[config.mk]
export PLATFORM = sky130hd
export DESIGN_NAME = uart_rx
export DESIGN_NICKNAME = d
export VERILOG_FILES = /design/src/rtl/uart_pkg.sv /design/src/rtl/uart_fifo.sv /design/src/rtl/uart_rx.sv
export SDC_FILE = /design/constraint.sdc
export NUM_CORES = 1
export LEC_CHECK = 0
export ABC_AREA = 1
export CORE_ASPECT_RATIO = 0.9
export CORE_UTILIZATION = 50
export CTS_CLUSTER_DIAMETER = 100
export CTS_CLUSTER_SIZE = 20
export DETAILED_ROUTE_END_ITERATION = 8
export MAX_ROUTING_LAYER = met4
export PLACE_DENSITY = 0.79
export SYNTH_ARGS = -nofsm -noshare
export SYNTH_HDL_FRONTEND = slang
export SYNTH_SLANG_ARGS = --single-unit
export TNS_END_PERCENT = 50
[constraint.sdc]
create_clock -name CLK -period 2.11 [get_ports CLK]
set_input_delay 0.422 -clock CLK [delete_from_list [all_inputs] [get_ports CLK]]
set_output_delay 0.422 -clock CLK [all_outputs]
set_load 0.005 [all_outputs]
[src/rtl/uart_pkg.sv]
// Shared UART constants: frame geometry, bit-timing helpers and the FSM state
// encoding used by both the receiver and the transmitter.
package uart_pkg;

  localparam int FrameWidth = 10;

  localparam logic [1:0] ST_IDLE  = 2'd0;
  localparam logic [1:0] ST_START = 2'd1;
  localparam logic [1:0] ST_DATA  = 2'd2;
  localparam logic [1:0] ST_STOP  = 2'd3;

  function automatic int ticks_per_bit(input int clock_frequency, input int baud_rate);
    return clock_frequency / baud_rate;
  endfunction

  function automatic int half_bit(input int clock_frequency, input int baud_rate);
    return ticks_per_bit(clock_frequency, baud_rate) / 2;
  endfunction

endpackage

[src/rtl/uart_fifo.sv]
// Power-of-2 circular byte buffer with first-word-fall-through read port.
// One slot is sacrificed so that full and empty are distinguishable.
module uart_fifo
  import uart_pkg::*;
#(
  parameter int Depth = 16,
  parameter int Width = 8
) (
  input  logic             clk,
  input  logic             rst_n,
  input  logic             push,
  input  logic [Width-1:0] push_data,
  input  logic             pop,
  output logic [Width-1:0] head_data,
  output logic             full,
  output logic             empty
);

  localparam int AddrW = (Depth > 2) ? $clog2(Depth) : 1;

  logic [Width-1:0] mem [Depth];
  logic [AddrW-1:0] head;
  logic [AddrW-1:0] tail;
  logic [AddrW-1:0] head_next;
  logic             do_push;
  logic             do_pop;

  // Pointers wrap naturally because the address width is exactly log2(Depth).
  assign head_next = head + 1'b1;
  assign full      = (head_next == tail);
  assign empty     = (head == tail);
  assign head_data = mem[tail];
  assign do_push   = push && !full;
  assign do_pop    = pop && !empty;

  always_ff @(posedge clk) begin
    if (!rst_n) begin
      head <= '0;
      tail <= '0;
    end else begin
      if (do_push) head <= head_next;
      if (do_pop)  tail <= tail + 1'b1;
    end
  end

  always_ff @(posedge clk) begin
    if (do_push) mem[head] <= push_data;
  end

endmodule

[src/rtl/uart_rx.sv]
// 8N1 UART receiver with mid-bit sampling, feeding a FWFT byte FIFO and
// reporting framing errors and overruns as single-cycle pulses.
module uart_rx
  import uart_pkg::*;
#(
  parameter int ClockFrequency = 50_000_000,
  parameter int BaudRate       = 115200,
  parameter int BufferSize     = 16
) (
  input  logic       CLK,
  input  logic       RST,
  input  logic       i_data,
  input  logic       i_read,
  output logic [7:0] o_frame,
  output logic       o_valid,
  output logic       o_frame_error,
  output logic       o_overrun
);

  localparam int TicksPerBit = ticks_per_bit(ClockFrequency, BaudRate);
  localparam int HalfBit     = half_bit(ClockFrequency, BaudRate);
  localparam int CntW        = (TicksPerBit > 1) ? $clog2(TicksPerBit) : 1;
  localparam logic [CntW-1:0] BitLast  = CntW'(TicksPerBit - 1);
  localparam logic [CntW-1:0] HalfLast = CntW'(HalfBit - 1);

  logic            sync1;
  logic            sync2;
  logic            prev;
  logic [1:0]      state;
  logic [CntW-1:0] tick;
  logic [2:0]      bit_idx;
  logic [7:0]      sr;
  logic            frame_error;
  logic            overrun;
  logic            fifo_full;
  logic            fifo_empty;
  logic            stop_sample;
  logic            push;

  assign stop_sample = (state == ST_STOP) && (tick == BitLast);
  assign push        = stop_sample && sync2 && !fifo_full;

  // Full is taken before any same-cycle pop, so a pop cannot rescue a byte
  // arriving into a full buffer.
  always_ff @(posedge CLK) begin
    if (!RST) begin
      sync1       <= 1'b1;
      sync2       <= 1'b1;
      prev        <= 1'b1;
      state       <= ST_IDLE;
      tick        <= '0;
      bit_idx     <= '0;
      sr          <= '0;
      frame_error <= 1'b0;
      overrun     <= 1'b0;
    end else begin
      sync1       <= i_data;
      sync2       <= sync1;
      prev        <= sync2;
      frame_error <= 1'b0;
      overrun     <= 1'b0;
      case (state)
        ST_IDLE: begin
          tick    <= '0;
          bit_idx <= '0;
          if (prev && !sync2) state <= ST_START;
        end
        ST_START: begin
          if (tick == HalfLast) begin
            tick  <= '0;
            state <= sync2 ? ST_IDLE : ST_DATA;
          end else begin
            tick <= tick + 1'b1;
          end
        end
        ST_DATA: begin
          if (tick == BitLast) begin
            tick    <= '0;
            sr      <= {sync2, sr[7:1]};
            bit_idx <= bit_idx + 3'd1;
            if (bit_idx == 3'd7) state <= ST_STOP;
          end else begin
            tick <= tick + 1'b1;
          end
        end
        ST_STOP: begin
          if (tick == BitLast) begin
            tick  <= '0;
            state <= ST_IDLE;
            if (!sync2)         frame_error <= 1'b1;
            else if (fifo_full) overrun     <= 1'b1;
          end else begin
            tick <= tick + 1'b1;
          end
        end
        default: state <= ST_IDLE;
      endcase
    end
  end

  uart_fifo #(
    .Depth(BufferSize),
    .Width(8)
  ) u_fifo (
    .clk      (CLK),
    .rst_n    (RST),
    .push     (push),
    .push_data(sr),
    .pop      (i_read),
    .head_data(o_frame),
    .full     (fifo_full),
    .empty    (fifo_empty)
  );

  assign o_valid       = !fifo_empty;
  assign o_frame_error = frame_error;
  assign o_overrun     = overrun;

endmodule

## Word level (Yosys, flattened, before mapping)

Memory sizes are Yosys's and may differ from the RTL's. A register that Yosys moved wholly into a read port is not among the register bits.
Cells that the tools add are included.

| storage, ports and cells | value |
|---|---|
| bits in registers | 35 |
| bits in writable memories | 128 |
| output and inout bits | 11 |
| word-level logic and storage cells | 64 |
| memories kept | 1 |

Memories:

| memory | depth | bits a word | read ports | clocked after memory_dff | write ports | line | source |
|---|---|---|---|---|---|---|---|
| u_fifo.mem | 16 | 8 | 1 | 1 | 1 | uart_fifo.sv:21 | `logic [Width-1:0] mem [Depth];` |

| cells by class | value |
|---|---|
| $add $sub $neg | 4 |
| eq/ne operators | 13 |
| muxes and demuxes | 18 |
| reductions and logical operators | 17 |

Operators by type and width:

| cell | number |
|---|---|
| $pmux 9 s3 | 1 |
| $mux 9 | 2 |
| $mux 2 | 6 |
| $add 9x1->9 const B | 1 |
| $eq 9x8->1 const B | 1 |
| $eq 9x9->1 const B | 1 |
| $add 4x1->4 const B | 2 |
| $eq 4x4->1 | 2 |
| $mux 4 | 2 |
| $ne 2x2->1 const B | 4 |
| $pmux 2 s4 | 1 |
| $logic_and 1x1->1 | 6 |
| $pmux 3 s2 | 1 |
| $reduce_and 5->1 | 1 |
| $eq 2x2->1 const B | 2 |
| $mux 1 | 4 |
| $reduce_and 2->1 | 2 |
| $reduce_and 4->1 | 1 |
| $add 3x1->3 const B | 1 |
| $eq 3x3->1 const B | 1 |
| $logic_not 1->1 | 3 |
| $mux 3 | 1 |
| $reduce_and 3->1 | 1 |
| $eq 2x1->1 const B | 1 |
| other kinds (4) | 4 |

## Longest topological paths before layout

Gate-level depths: netlist (run 1).

| depth | value |
|---|---|
| depth in word-level cells | 7 |
| mapped depth | 11 |

## Hierarchy

Synthesis (run 1) repeated with hierarchy kept, for this count alone.

| second synthesis, totals | value |
|---|---|
| cell total of the unflattened synthesis | 622 |
| area, all modules | 6980.4 um^2 |

By module, submodules not included:

| module | times used | cells each | area each (um^2) |
|---|---|---|---|
| uart_fifo | 1 | 467 | 5755.5 |
| uart_rx | 1 | 155 | 1224.9 |

## Worst setup path before layout (run 1)

Ideal clock, no wire load.

| path | value |
|---|---|
| kind | reg-to-reg |
| start point | reg u_fifo.head[0] |
| end point | mem u_fifo.mem[4][0], enable pin |
| data arrival time | 1.659 ns |
| required time | 1.740 ns |
| slack | 0.081 ns |
| cell stages (with the launch flop) | 9 |
| period minus slack after synthesis | 2.029 ns |
| cells stage by stage | dfxtp_1 > inv_1 > ha_1 > xnor2_1 > nand2_1 > nor2_2 > nand2_4 > nand4_2 > nor2_1 |

| on the way | value |
|---|---|
| word-level cells in the longest chain between the ends | 7 |

Ends and longest elaborated chain:

| what | line | source |
|---|---|---|
| from (decl) | uart_fifo.sv:22 | `logic [AddrW-1:0] head;` |
| from (signal assigned) | uart_fifo.sv:41 | `if (do_push) head <= head_next;` |
| $add 4x1->4 (*) | uart_fifo.sv:29 | `assign head_next = head + 1'b1;` |
| net u_fifo.head_next[0] | uart_fifo.sv:24 | `logic [AddrW-1:0] head_next;` |
| $eq 4x4->1 (*) | uart_fifo.sv:30 | `assign full = (head_next == tail);` |
| $logic_not 1->1 (*) | uart_fifo.sv:33, uart_rx.sv:41 |  |
| $logic_and 1x1->1 | uart_rx.sv:41 | `assign push = stop_sample && sync2 && !fifo_full;` |
| $logic_and 1x1->1 (*) | uart_fifo.sv:33 | `assign do_push = push && !full;` |
| $mux 1 (*) | uart_fifo.sv:47 | `if (do_push) mem[head] <= push_data;` |
| $mux 1 (implied by the code) (*) | uart_fifo.sv:47 |  |
| to (decl) | uart_fifo.sv:21 |  |

The timed path passes the listed nets; every way through them passes the cells marked *.

==> impl_metrics.yaml, run 1 <==
setup_path:
  cp_data_required_time_ps: 1690
  cp.arrival_ps: 1860
  worst_r2r_startpoint: "u_fifo.head[1]"
  worst-r2r-setup-slack_ps: 110
  critical_path.endpoint_type: "primary output"
  criticalPathCategory: "reg -> out"
  worst_setup_path_start_kind: "flop"
  critical_path_peak_fanout: 6
synthesis:
  yosysWarnings: 0
  synth_flop_cell: "sky130_fd_sc_hd__edfxtp_1"
  synth-edff-count: 128
  netlist_top_cells_count: "148 x sky130_fd_sc_hd__nor2_1, 128 x sky130_fd_sc_hd__edfxtp_1, 79 x sky130_fd_sc_hd__o21ai_0, 55 x sky130_fd_sc_hd__nand2_1, 39 x sky130_fd_sc_hd__dfxtp_1"
  dominant_cells_by_area_after_synthesis: "sky130_fd_sc_hd__edfxtp_1 55%, sky130_fd_sc_hd__dfxtp_1 11%, sky130_fd_sc_hd__nor2_1 7.9%, sky130_fd_sc_hd__o21ai_0 5.6%, sky130_fd_sc_hd__o211ai_1 3.4%"
  yosys.area.top_type_share: 0.549
  syn_inst: 629
  synthesized_area_per_cell_um2: 11.1
  synth_nets: 643
  post_synth_instance_area_mm2: 0.00701
  yosysTopAreaCell: "sky130_fd_sc_hd__edfxtp_1"
  postSynth.asyncResetShare: 0
  synthMostInstantiatedCell: "sky130_fd_sc_hd__nor2_1"
  synth-seq-area-share: 0.660
  post_synth_num_cell_types: 35
  ys_seq_elements: 167
timing:
  fmax_mhz: 437
  rsz0062_at_grt: "yes"
  worst_slew_pin_slew_ps: 757
  timing.final.max_slew_violations: 0
  timing_hold_violations_final: 0
  finalCriticalPeriod_ps: 2290
  post_route_clock_period_utilization: 1.08
  post-route-worst-setup-slack_ps: -176
  relSlewSlack: 0.495
  clk_skew_ps: 13.1
  timing.final.setup_violations: 8
  fin_tns_setup_ps: -907
global_route:
  grt_antenna_before_repair: 0
  grt_start_max_net_pins: 36
  grt_use_total: 0.240
  overflow: 0
  grtUsageMet2: 0.395
  met1_usage: 0.283
  grt_pass1_wl_mm: 25.0
  gr-usage-met3: 0.0584
  grt-busiest-layer: "met2"
  first_global_vias: 5048
final_layout:
  filler_instances: 985
  finish.net_count: 699
  layout-drive-gt1-share: 0.223
  utilization: 0.627
  antenna_cells: 0
  flow.area_growth_from_synthesis_pct: 21.0
outcome:
  violations: "setup timing"
  outcome: "finished, violations left"
clocking:
  cts_buffers: 17
  tritoncts: "done"
  clkLatencyLatePin_ps: 430
  clk_pin_slew_ps: 60
  clock_sink_count: 167
  cts_htree_levels: 4
  clock_path_buffers: 2
  hold_buffers: 0
  cts_root_buf: "sky130_fd_sc_hd__clkbuf_16"
power_and_ir_drop:
  worst_ir_drop_vdd_mv: 0.989
  power.density_cell_area_mw_per_mm2: 876
  power.static_leakage_nw: 2.59
flow_run:
  maxCapViolCount: 0
floorplan:
  die-height_um: 114
  ioPinCount: 15
  std_cell_rows: 40
  core_area_mm2: 0.0135
  fp.dieArea_mm2: 0.0145
  effective_utilization_at_floorplan: 0.518
  dieWidth_um: 127
routing:
  antenna_violating_nets_post_route: 0
  count_of_unresolved_drc_violations_after_routing: 0
  detail_route.wirelength_mm: 15.9
  drtIter0Drc: 634
  route.detailed.vias_per_inst: 5.79
  routed-via-count: 5002
  detail_route.first_pass.iterations: 5
  wire_per_inst_um: 18.4
worst_hold_path:
  hold_start: "sync1"
  timing.hold.worst.class: "reg -> reg"
placed_design:
  place_hpwl_mm: 9.64
  numPortBuffers: 14
  final_wtd_congestion: 0.831
## critical path, cell delays in order, from the launching register on
cell and delay [ps]:
sky130_fd_sc_hd__dfxtp_4 380, sky130_fd_sc_hd__buf_8 140, sky130_fd_sc_hd__buf_12 130, sky130_fd_sc_hd__buf_16 140, sky130_fd_sc_hd__o21ai_4 130, sky130_fd_sc_hd__o21ai_1 80, sky130_fd_sc_hd__o211ai_1 180, sky130_fd_sc_hd__nand2_1 120
sky130_fd_sc_hd__buf_2 140
## final timing paths
check                                   endpoint  depth (start not counted)
worst min register to register             sync2                          1
worst min-delay path                       sync2                          1
worst max-delay path                  o_frame[0]                          8
worst max register to register  u_fifo.mem[5][1]                          9
## sequential cells by signal, summed over array words and instances (netlist names), named ones only
register	count
sync2	1
bit_idx	3
u_fifo.mem	128
state	1
sync1	1
o_overrun	1
u_fifo.tail	4
tick	9
u_fifo.head	4
prev	1
sr	8
o_frame_error	1
## power by group
group          switching, W  internal [W]
sequential        0.0000415       0.00352
combinational      0.000467      0.000356
clock               0.00121       0.00184
total               0.00172       0.00571
## per-layer routing
layer  vias to the layer above  wire [um]
li1                       2308          -
met1                      2446       6520
met3                        34       1110
met5                         -          0
met2                       214       7980
met4                         0        290
## cells by family (layout without fill, tap and decap cells)
group | after synthesis | after routing | synth area share
simple gates | 256 | 256 | 0.167
flops | 167 | 167 | 0.660
compound gates | 128 | 128 | 0.103
buf+inv | 56 | 123 | 0.0357
xor+xnor | 12 | 12 | 0.0161
fa+ha+maj | 10 | 10 | 0.0179
## through the flow
stage / total power (W) / std cells / cell area [um^2] / hold WS (ps) / setup slack (ps)
after detailed placement: 0.00428 / 823 / 7580 / 405 / -133
after global routing: 0.00767 / 864 / 8480 / 448 / -240
final: 0.00743 / 864 / 8480 / 418 / -176
after floorplan: 0.00405 / 629 / 7010 / 392 / 80.8
after global placement: 0.00425 / 823 / 7580 / 396 / -33.8
after CTS: 0.00740 / 862 / 8380 / 419 / -191
## area by class of cell
class	count	area, um^2	share of cell area
flip-flops and latches	167	4630	0.546
multi-input cells	406	2270	0.267
repair buffers	65	689	0.0813
clock buffers	20	437	0.0515
well taps	168	210	0.0248
clock inverters	10	131	0.0155
inverters	28	113	0.0133
## layout by cell type (no fill, tap or decap), drive strengths merged
master / n
clkdlybuf4s15: 1
inv: 27
nor4: 1
or2: 3
ha: 10
a21oi: 12
nor3: 4
xor2: 9
clkbuf: 22
buf: 56
xnor2: 3
o211ai: 32
nand2: 64
dfxtp: 39
clkdlybuf4s50: 5
a31oi: 2
o21ai: 82
bufbuf: 1
nand3b: 1
edfxtp: 128
clkinvlp: 1
nor2: 156
clkinv: 7
nand4: 5
nand3: 22
bufinv: 3
## what timing repair did
action | 4_1_cts | 5_1_grt
endpoints found under the hold margin | 0 | 0
gates cloned | 3 | 1
buffers inserted | 6 | 1
gates resized for setup | 98 | 25
pin swaps | 34 | 17
endpoints found under the setup margin | 9 | 137
(Power assumes the default switching activity.)
==> run 2: changes to the inputs <==
HOLD_SLACK_MARGIN = 0.15   (was not set)
==> results of run 2 <==
Same layout as run 1: the final DEF is identical, and so are final timing and power.
==> run 3: changes to the inputs <==
CAP_MARGIN = 20   (was not set)
==> results of run 3 <==
Same layout as run 1: the final DEF is identical, and so are final timing and power.
